<file path="config.mk">
export PLATFORM = sky130hd
export DESIGN_NAME = res_station
export DESIGN_NICKNAME = d
export VERILOG_FILES = /design/src/rtl/res_station.sv
export SDC_FILE = /design/constraint.sdc
export NUM_CORES = 1
export LEC_CHECK = 0
export CORE_MARGIN = 2
export CORE_UTILIZATION = 30
export CTS_BUF_LIST = sky130_fd_sc_hd__clkbuf_8
export CTS_CLUSTER_SIZE = 14
export DETAILED_ROUTE_END_ITERATION = 8
export DONT_BUFFER_PORTS = 1
export GPL_TIMING_DRIVEN = 0
export PLACE_DENSITY = 0.42
export SYNTH_ARGS = -nofsm -noshare
export SYNTH_HDL_FRONTEND = slang
export SYNTH_SLANG_ARGS = --single-unit
export TNS_END_PERCENT = 30
</file>
<file path="constraint.sdc">
create_clock -name clk -period 5.8 [get_ports clk]
set_input_delay 0.58 -clock clk [delete_from_list [all_inputs] [get_ports clk]]
set_output_delay 0.58 -clock clk [all_outputs]
set_load 0.01 [all_outputs]
</file>
<file path="src/rtl/res_station.sv">
`default_nettype none
// ============================================================================
//  Module      : res_station
//  Description : Reservation station for one functional-unit class. Holds
//                issued instructions, snoops the common data bus (CDB) for
//                pending source operands, dispatches the lowest-index ready
//                entry to its ALU with a valid/ready handshake, and frees an
//                entry when its own result tag appears on the CDB.
//  Revision    : 1.0 - initial release
// ----------------------------------------------------------------------------
//  Ports
//    clk        in   system clock, all state updates on rising edge
//    nRST       in   synchronous active-low reset
//    issue_en   in   issue request from the control unit
//    issue_op   in   ALU op of the issued instruction
//    issue_vj/k in   source values (meaningful when matching q is 0)
//    issue_qj/k in   source producer tags (0 = value present)
//    isFull     out  no FREE entry remains
//    issue_tag  out  tag the next issue will receive (valid when !isFull)
//    cdb_valid  in   CDB broadcast valid
//    cdb_tag    in   broadcasting producer tag
//    cdb_data   in   broadcast result
//    exe_valid  out  a ready entry is offered to the ALU
//    exe_ready  in   ALU accepts the offer this cycle
//    exe_op     out  offered op
//    exe_a/b    out  offered source j / k values
//    exe_tag    out  offered entry tag
// ============================================================================
module res_station #(
    parameter int ENTRIES  = 3,
    parameter int DATA_W   = 32,
    parameter int TAG_W    = 4,
    parameter int BASE_TAG = 1
) (
    input  logic              clk,
    input  logic              nRST,

    input  logic              issue_en,
    input  logic [1:0]        issue_op,
    input  logic [DATA_W-1:0] issue_vj,
    input  logic [TAG_W-1:0]  issue_qj,
    input  logic [DATA_W-1:0] issue_vk,
    input  logic [TAG_W-1:0]  issue_qk,
    output logic              isFull,
    output logic [TAG_W-1:0]  issue_tag,

    input  logic              cdb_valid,
    input  logic [TAG_W-1:0]  cdb_tag,
    input  logic [DATA_W-1:0] cdb_data,

    output logic              exe_valid,
    input  logic              exe_ready,
    output logic [1:0]        exe_op,
    output logic [DATA_W-1:0] exe_a,
    output logic [DATA_W-1:0] exe_b,
    output logic [TAG_W-1:0]  exe_tag
);

    localparam int IDX_W = (ENTRIES > 1) ? $clog2(ENTRIES) : 1;

    typedef enum logic [1:0] {
        ST_FREE = 2'd0,
        ST_BUSY = 2'd1,
        ST_EXEC = 2'd2
    } ent_state_e;

    // ------------------------------------------------------------------
    // Entry storage
    // ------------------------------------------------------------------
    ent_state_e        state_q [ENTRIES];
    ent_state_e        state_d [ENTRIES];
    logic [1:0]        op_q    [ENTRIES];
    logic [1:0]        op_d    [ENTRIES];
    logic [DATA_W-1:0] vj_q    [ENTRIES];
    logic [DATA_W-1:0] vj_d    [ENTRIES];
    logic [TAG_W-1:0]  qj_q    [ENTRIES];
    logic [TAG_W-1:0]  qj_d    [ENTRIES];
    logic [DATA_W-1:0] vk_q    [ENTRIES];
    logic [DATA_W-1:0] vk_d    [ENTRIES];
    logic [TAG_W-1:0]  qk_q    [ENTRIES];
    logic [TAG_W-1:0]  qk_d    [ENTRIES];

    logic [TAG_W-1:0]  own_tag [ENTRIES];
    logic [ENTRIES-1:0] ready;

    logic              free_found;
    logic [IDX_W-1:0]  free_idx;
    logic              any_ready;
    logic [IDX_W-1:0]  sel_idx;

    logic              issue_go;
    logic              disp_go;
    logic [DATA_W-1:0] iss_vj;
    logic [TAG_W-1:0]  iss_qj;
    logic [DATA_W-1:0] iss_vk;
    logic [TAG_W-1:0]  iss_qk;

    // ------------------------------------------------------------------
    // Per-entry constant tag and readiness
    // ------------------------------------------------------------------
    generate
        for (genvar gi = 0; gi < ENTRIES; gi++) begin : g_entry
            assign own_tag[gi] = TAG_W'(BASE_TAG + gi);
            assign ready[gi]   = (state_q[gi] == ST_BUSY) &&
                                 (qj_q[gi] == '0) && (qk_q[gi] == '0);
        end
    endgenerate

    // Lowest-index FREE entry (scan downward so the lowest wins)
    always_comb begin
        free_found = 1'b0;
        free_idx   = '0;
        for (int i = ENTRIES - 1; i >= 0; i--) begin
            if (state_q[i] == ST_FREE) begin
                free_found = 1'b1;
                free_idx   = IDX_W'(i);
            end
        end
    end

    // Lowest-index ready entry
    always_comb begin
        any_ready = 1'b0;
        sel_idx   = '0;
        for (int i = ENTRIES - 1; i >= 0; i--) begin
            if (ready[i]) begin
                any_ready = 1'b1;
                sel_idx   = IDX_W'(i);
            end
        end
    end

    // Status and dispatch outputs depend on registered state only, so
    // exe_valid never combinationally follows exe_ready.
    assign isFull    = ~free_found;
    assign issue_tag = TAG_W'(BASE_TAG) + TAG_W'(free_idx);

    assign exe_valid = any_ready;
    assign exe_op    = any_ready ? op_q[sel_idx] : 2'b00;
    assign exe_a     = any_ready ? vj_q[sel_idx] : '0;
    assign exe_b     = any_ready ? vk_q[sel_idx] : '0;
    assign exe_tag   = any_ready ? own_tag[sel_idx] : '0;

    assign issue_go = issue_en & free_found;
    assign disp_go  = any_ready & exe_ready;

    // Issue-time bypass: an operand produced on this very edge is captured
    // directly instead of waiting on a broadcast that has already gone by.
    always_comb begin
        iss_vj = issue_vj;
        iss_qj = issue_qj;
        iss_vk = issue_vk;
        iss_qk = issue_qk;
        if (cdb_valid && (issue_qj != '0) && (issue_qj == cdb_tag)) begin
            iss_vj = cdb_data;
            iss_qj = '0;
        end
        if (cdb_valid && (issue_qk != '0) && (issue_qk == cdb_tag)) begin
            iss_vk = cdb_data;
            iss_qk = '0;
        end
    end

    // ------------------------------------------------------------------
    // Next-state: issue, snoop, dispatch and free act on disjoint entry
    // states, so all of them can apply in the same edge.
    // ------------------------------------------------------------------
    always_comb begin
        state_d = state_q;
        op_d    = op_q;
        vj_d    = vj_q;
        qj_d    = qj_q;
        vk_d    = vk_q;
        qk_d    = qk_q;
        for (int i = 0; i < ENTRIES; i++) begin
            case (state_q[i])
                ST_FREE: begin
                    if (issue_go && (free_idx == IDX_W'(i))) begin
                        state_d[i] = ST_BUSY;
                        op_d[i]    = issue_op;
                        vj_d[i]    = iss_vj;
                        qj_d[i]    = iss_qj;
                        vk_d[i]    = iss_vk;
                        qk_d[i]    = iss_qk;
                    end
                end
                ST_BUSY: begin
                    if (cdb_valid && (qj_q[i] != '0) && (qj_q[i] == cdb_tag)) begin
                        vj_d[i] = cdb_data;
                        qj_d[i] = '0;
                    end
                    if (cdb_valid && (qk_q[i] != '0) && (qk_q[i] == cdb_tag)) begin
                        vk_d[i] = cdb_data;
                        qk_d[i] = '0;
                    end
                    // The selected entry is ready, so its operands are final
                    if (disp_go && (sel_idx == IDX_W'(i))) begin
                        state_d[i] = ST_EXEC;
                    end
                end
                ST_EXEC: begin
                    if (cdb_valid && (cdb_tag == own_tag[i])) begin
                        state_d[i] = ST_FREE;
                    end
                end
                default: begin
                    state_d[i] = ST_FREE;
                end
            endcase
        end
    end

    // ------------------------------------------------------------------
    // State register
    // ------------------------------------------------------------------
    always_ff @(posedge clk) begin
        if (!nRST) begin
            for (int i = 0; i < ENTRIES; i++) begin
                state_q[i] <= ST_FREE;
                op_q[i]    <= '0;
                vj_q[i]    <= '0;
                qj_q[i]    <= '0;
                vk_q[i]    <= '0;
                qk_q[i]    <= '0;
            end
        end else begin
            state_q <= state_d;
            op_q    <= op_d;
            vj_q    <= vj_d;
            qj_q    <= qj_d;
            vk_q    <= vk_d;
            qk_q    <= qk_d;
        end
    end

endmodule
`default_nettype wire

</file>
Yosys cells after proc, flatten, opt, wreduce, memory -nomap -nowiden. Cells that the tools add are included.

Register bits after elaboration: 228. Bits in latches: 0. RAM bits: 0. Bits in read-only memories: 0. Input bits: 115. Output and inout bits: 76. Word-level logic and storage cells: 205. Memories: 0.

$add $sub $neg: 1. Multipliers: 0. Divide/modulo/power cells: 0. Order comparisons: 1. Equality and inequality tests: 36. Shifts and indexed selects: 0. Multiplexer cells: 80. Bitwise operators: 4. Reductions and logical operators: 65.

Operator list (count): $mux 32 (20); $pmux 32 s2 (6); $bmux 32 s2 (2); $mux 4 (17); $pmux 4 s2 (6); $mux 2 (18); $eq 4x4->1 (8); $reduce_bool 4->1 (8); $logic_and 1x1->1 (31); $reduce_and 3->1 (9); $logic_not 4->1 (6); $ne 2x1->1 const B (12); $pmux 2 s3 (3); $eq 2x1->1 const B (5); $eq 2x2->1 const B (5); $logic_not 2->1 (5); $bmux 4 s2 (1); $eq 4x2->1 const B (2); $mux 1 (6); $ne 2x2->1 const B (3); $reduce_and 2->1 (3); $reduce_bool 2->1 (3); $bmux 2 s2 (1); $eq 4x1->1 const B (1); 5 further kinds (6).

Logic depth before layout (Yosys ltp).
Depth after elaboration: 11. Depth in mapped cells: 11. Gate-level depth less buffers: 8.

Least setup slack after synthesis. OpenSTA, ideal clock, no wires.

Path type: register -> output. Start point: reg state_q[0] (netlist name). End point: out exe_tag[1]. Data arrival time: 1.852 ns. Data required time: 5.220 ns. Path slack: 3.368 ns. Cell stages (with the launch flop): 9. Path buffers: 3. Path through: dfxtp_1 > nor2b_1 > clkbuf_1 > buf_2 > buf_2 > nand4_1 > nor3_1 > ha_1 > nor2_1.

Word-level cells in the longest chain between the ends: 11. Elaborated cells on any way between the ends: 14. Classes of those cells: 1 x eq/ne; 10 x mux; 1 x bitwise; 2 x reduce/logical.

Ends and longest elaborated chain: start, declared (line 70) `ent_state_e state_q [ENTRIES];`; start signal, assigned (line 227) `state_q <= state_d;`; $eq 2x1->1 * (line 104) `assign ready[gi] = (state_q[gi] == ST_BUSY) &&`; $logic_and 1x1->1 * (line 104); $logic_and 1x1->1 * (line 105) `(qj_q[gi] == '0) && (qk_q[gi] == '0);`; $mux 2 (3 in a row) (line 126) `if (ready[i]) begin`; $not 2->3 (implied by the code) (line 142) `assign exe_tag = any_ready ? own_tag[sel_idx] : '0;`; $bmux 4 s2 (line 142); $mux 4 (implied by the code) (2 in a row) (line 142); $mux 4 * (line 142); end, declared (line 56) `output logic [TAG_W-1:0] exe_tag`.

Mark *: on every way between the ends. The rest lies on a longest branch, timed or not. The select of a mux whose other input is x is not followed.

Worst setup path after layout. Same ends and word-level chain as after synthesis.

==> flow_summary.yaml <==
synth:
  synth_top_cell_by_area: "dfxtp_1"
  synth-edff-count: 0
  ys.flop_type: "dfxtp_1"
  synthTopCellsByArea: "dfxtp_1 (36%), o41ai_2 (6.0%), nor3_1 (5.6%), o21ai_0 (5.4%), nand3_1 (5.3%)"
  synth_seq_area_share_pct: 35.9
  synth-seq-cells: 228
  yosysWarnings: 0
  ys_types: 57
  syn_area_per_cell_um2: 8.59
  netlist_instances: 1480
  netlist_top_cells_count: "dfxtp_1 (228), nor3_1 (142), o21ai_0 (138)"
  synthesis.area_mm2: 0.0127
  synth_top_area_share_pct: 35.9
  synth_most_common_cell: "dfxtp_1"
  async_reset_ff_share_pct: 0
worst_setup_path:
  arrival_ps: 3330
  r2r_end: "vk_q[33]"
  r2r_start: "state_q[4]"
  cp_max_fo: 10
  rr_worst_depth: 6
  crit_start: "state_q[0]"
  endpoint_kind: "output port"
  crit_type: "flip-flop to output port"
  start_kind: "flip-flop"
  cp_data_required_time_ps: 5220
  worstSetupEndpoint: "exe_tag[1]"
  worst-r2r-setup-slack_ps: 2910
global_route:
  grt_pass1_vias: 12500
  grt_pass1_wl_um: 85000
  overflow: 0
  antenna_found_initial: 0
  track_usage_pct: 26.0
  grt_max_degree: 13
sta:
  post-route-period-util_pct: 67.4
  fmax_ghz: 0.256
  tns_ps: 0
  setup_viol: 0
  finalCriticalPeriod_ps: 3910
  rsz0062_at_grt: "false"
  finalHoldViolations: 0
  skew_ps: 34.8
  slew_headroom_pct: 10.5
  tightest_slew_ps: 1340
  drv_slew: 0
cts:
  cts-resized-gates: 0
  path_clk_slew_ps: 60
  postCtsHoldBufs: 0
  cts_root_buf: "clkbuf_8"
  cts_setup_buffers: 0
  clkLatencyLatePin_ps: 630
  h-tree-depth: 2
  numCtsBuffers: 46
  cts.sinks: 228
  clk_path_buf_depth: 3
  tritoncts: "yes"
detailed_routing:
  drt-wirelength-per-cell_um: 28.0
  drtPass1Iterations: 5
  wl_met2_um: 26300
  wl_um: 58700
  drtIter0Drc: 1214
  ant_nets: 0
  drt-met1-wl_um: 24700
  top_layer: "met5"
  wl_met3_um: 5480
  drc: 0
  vias: 12500
  routed_via_density: 5.97
place:
  io_buffers: 0
  dp_hpwl_um: 44000
  gp_congestion: 0.880
  placed_area_mm2: 0.0134
final_layout:
  num-nets-final: 1648
  drive_above_1_share_pct: 17.4
  fin_util_pct: 34.1
  area_growth_pct: 12.2
  stdcell_area_mm2: 0.0143
pwr:
  power.density_mw_per_mm2: 290
  ir_worst_vdd_v: 0.000120
  leakage_nw: 5.33
floorplanning:
  core_area_mm2: 0.0419
  die-height_um: 210
  initial_core_util_pct: 30.4
  rows: 75
  die_w_um: 210
  num_io_pins: 191
  die_area_mm2: 0.0440
run_status:
  status: "finished, final reports clean"
worst_hold_path:
  hold_path.class: "primary input to flip-flop"
run:
  maxCapViolations: 0
==> power by group <==
group	total, mW	switching [mW]	internal, mW
logic	0.770	0.537	0.234
registers	1.72	0.0549	1.66
clock network	1.65	0.780	0.873
==> layout by cell type (no fill, tap or decap), drive strengths merged, types with 14 or more instances in the layout <==
| cell | count |
|---|---|
| nor3 | 144 |
| o21ai | 142 |
| a31o | 67 |
| mux2i | 38 |
| nor2 | 42 |
| a31oi | 14 |
| and2 | 68 |
| nand3 | 134 |
| inv | 20 |
| xor2 | 20 |
| dfxtp | 228 |
| a21oi | 121 |
| a32oi | 16 |
| nand2 | 51 |
| o41ai | 64 |
| a221o | 64 |
| clkbuf | 138 |
| buf | 90 |
| o2bb2ai | 33 |
==> worst min path at each step <==
stage                     cells after the start         start  slack (ps)        to
after floorplan                               1      vk_q[64]         430  vk_q[64]
after global placement                        1      vk_q[82]         440  vk_q[82]
after detailed placement                      1      vk_q[88]         440  vk_q[88]
after CTS                                     2  issue_vj[25]          40  vj_q[89]
after global routing                          1  cdb_data[21]          50  vk_q[53]
final                                         2  issue_vj[25]          80  vj_q[89]
==> logic make-up (layout without fill, tap and decap cells) <==
family,after synthesis,in the layout,share of synthesized area (%)
other,1,5,0.0295
adder cells (fa/ha/maj),2,2,0.197
multiplexers,38,38,2.99
XOR/XNOR,24,24,1.65
flip-flops,228,228,35.9
AND/OR/NAND/NOR,471,471,19.2
buffers and inverters,177,250,7.08
AO/OA/AOI/OAI,539,539,33.0
==> critical path: stages (launching register included) <==
cell,delay (ps)
dfxtp_1,460
nor2b_1,160
clkbuf_1,400
buf_2,330
buf_2,360
nand4_1,160
nor3_1,290
ha_1,280
nor2_1,260
==> sequential cells by signal (all words and copies together) (netlist names) <==
signal	cells
op_q	6
vk_q	96
qj_q	12
state_q	6
vj_q	96
qk_q	12
==> layer usage <==
metal	vias up	GRT usage (%)
met5	-	2.00
met4	2	9.81
met3	118	8.04
met2	552	41.5
met1	6082	32.8
li1	5757	-
==> metrics by stage <==
stage	worst slack (ps)	total power, mW	std cells	hold slack [ps]
after floorplan	3370	2.25	1483	426
after global placement	2570	2.50	2022	438
after detailed placement	2560	2.51	2022	441
after CTS	1900	4.17	2095	40.1
after global routing	1740	4.31	2095	54.0
final	1890	4.14	2096	77.2
==> area by class of cell <==
class / count / area [um2]
fill: 4443 / 27600
multi-input combinational: 1078 / 7260
sequential: 228 / 4560
buffer: 171 / 877
clock buffer: 57 / 785
tap: 539 / 674
clock inverter: 16 / 72.6
inverter: 6 / 22.5
antenna: 1 / 2.50
Note: power is estimated with default switching activity, not from simulation.
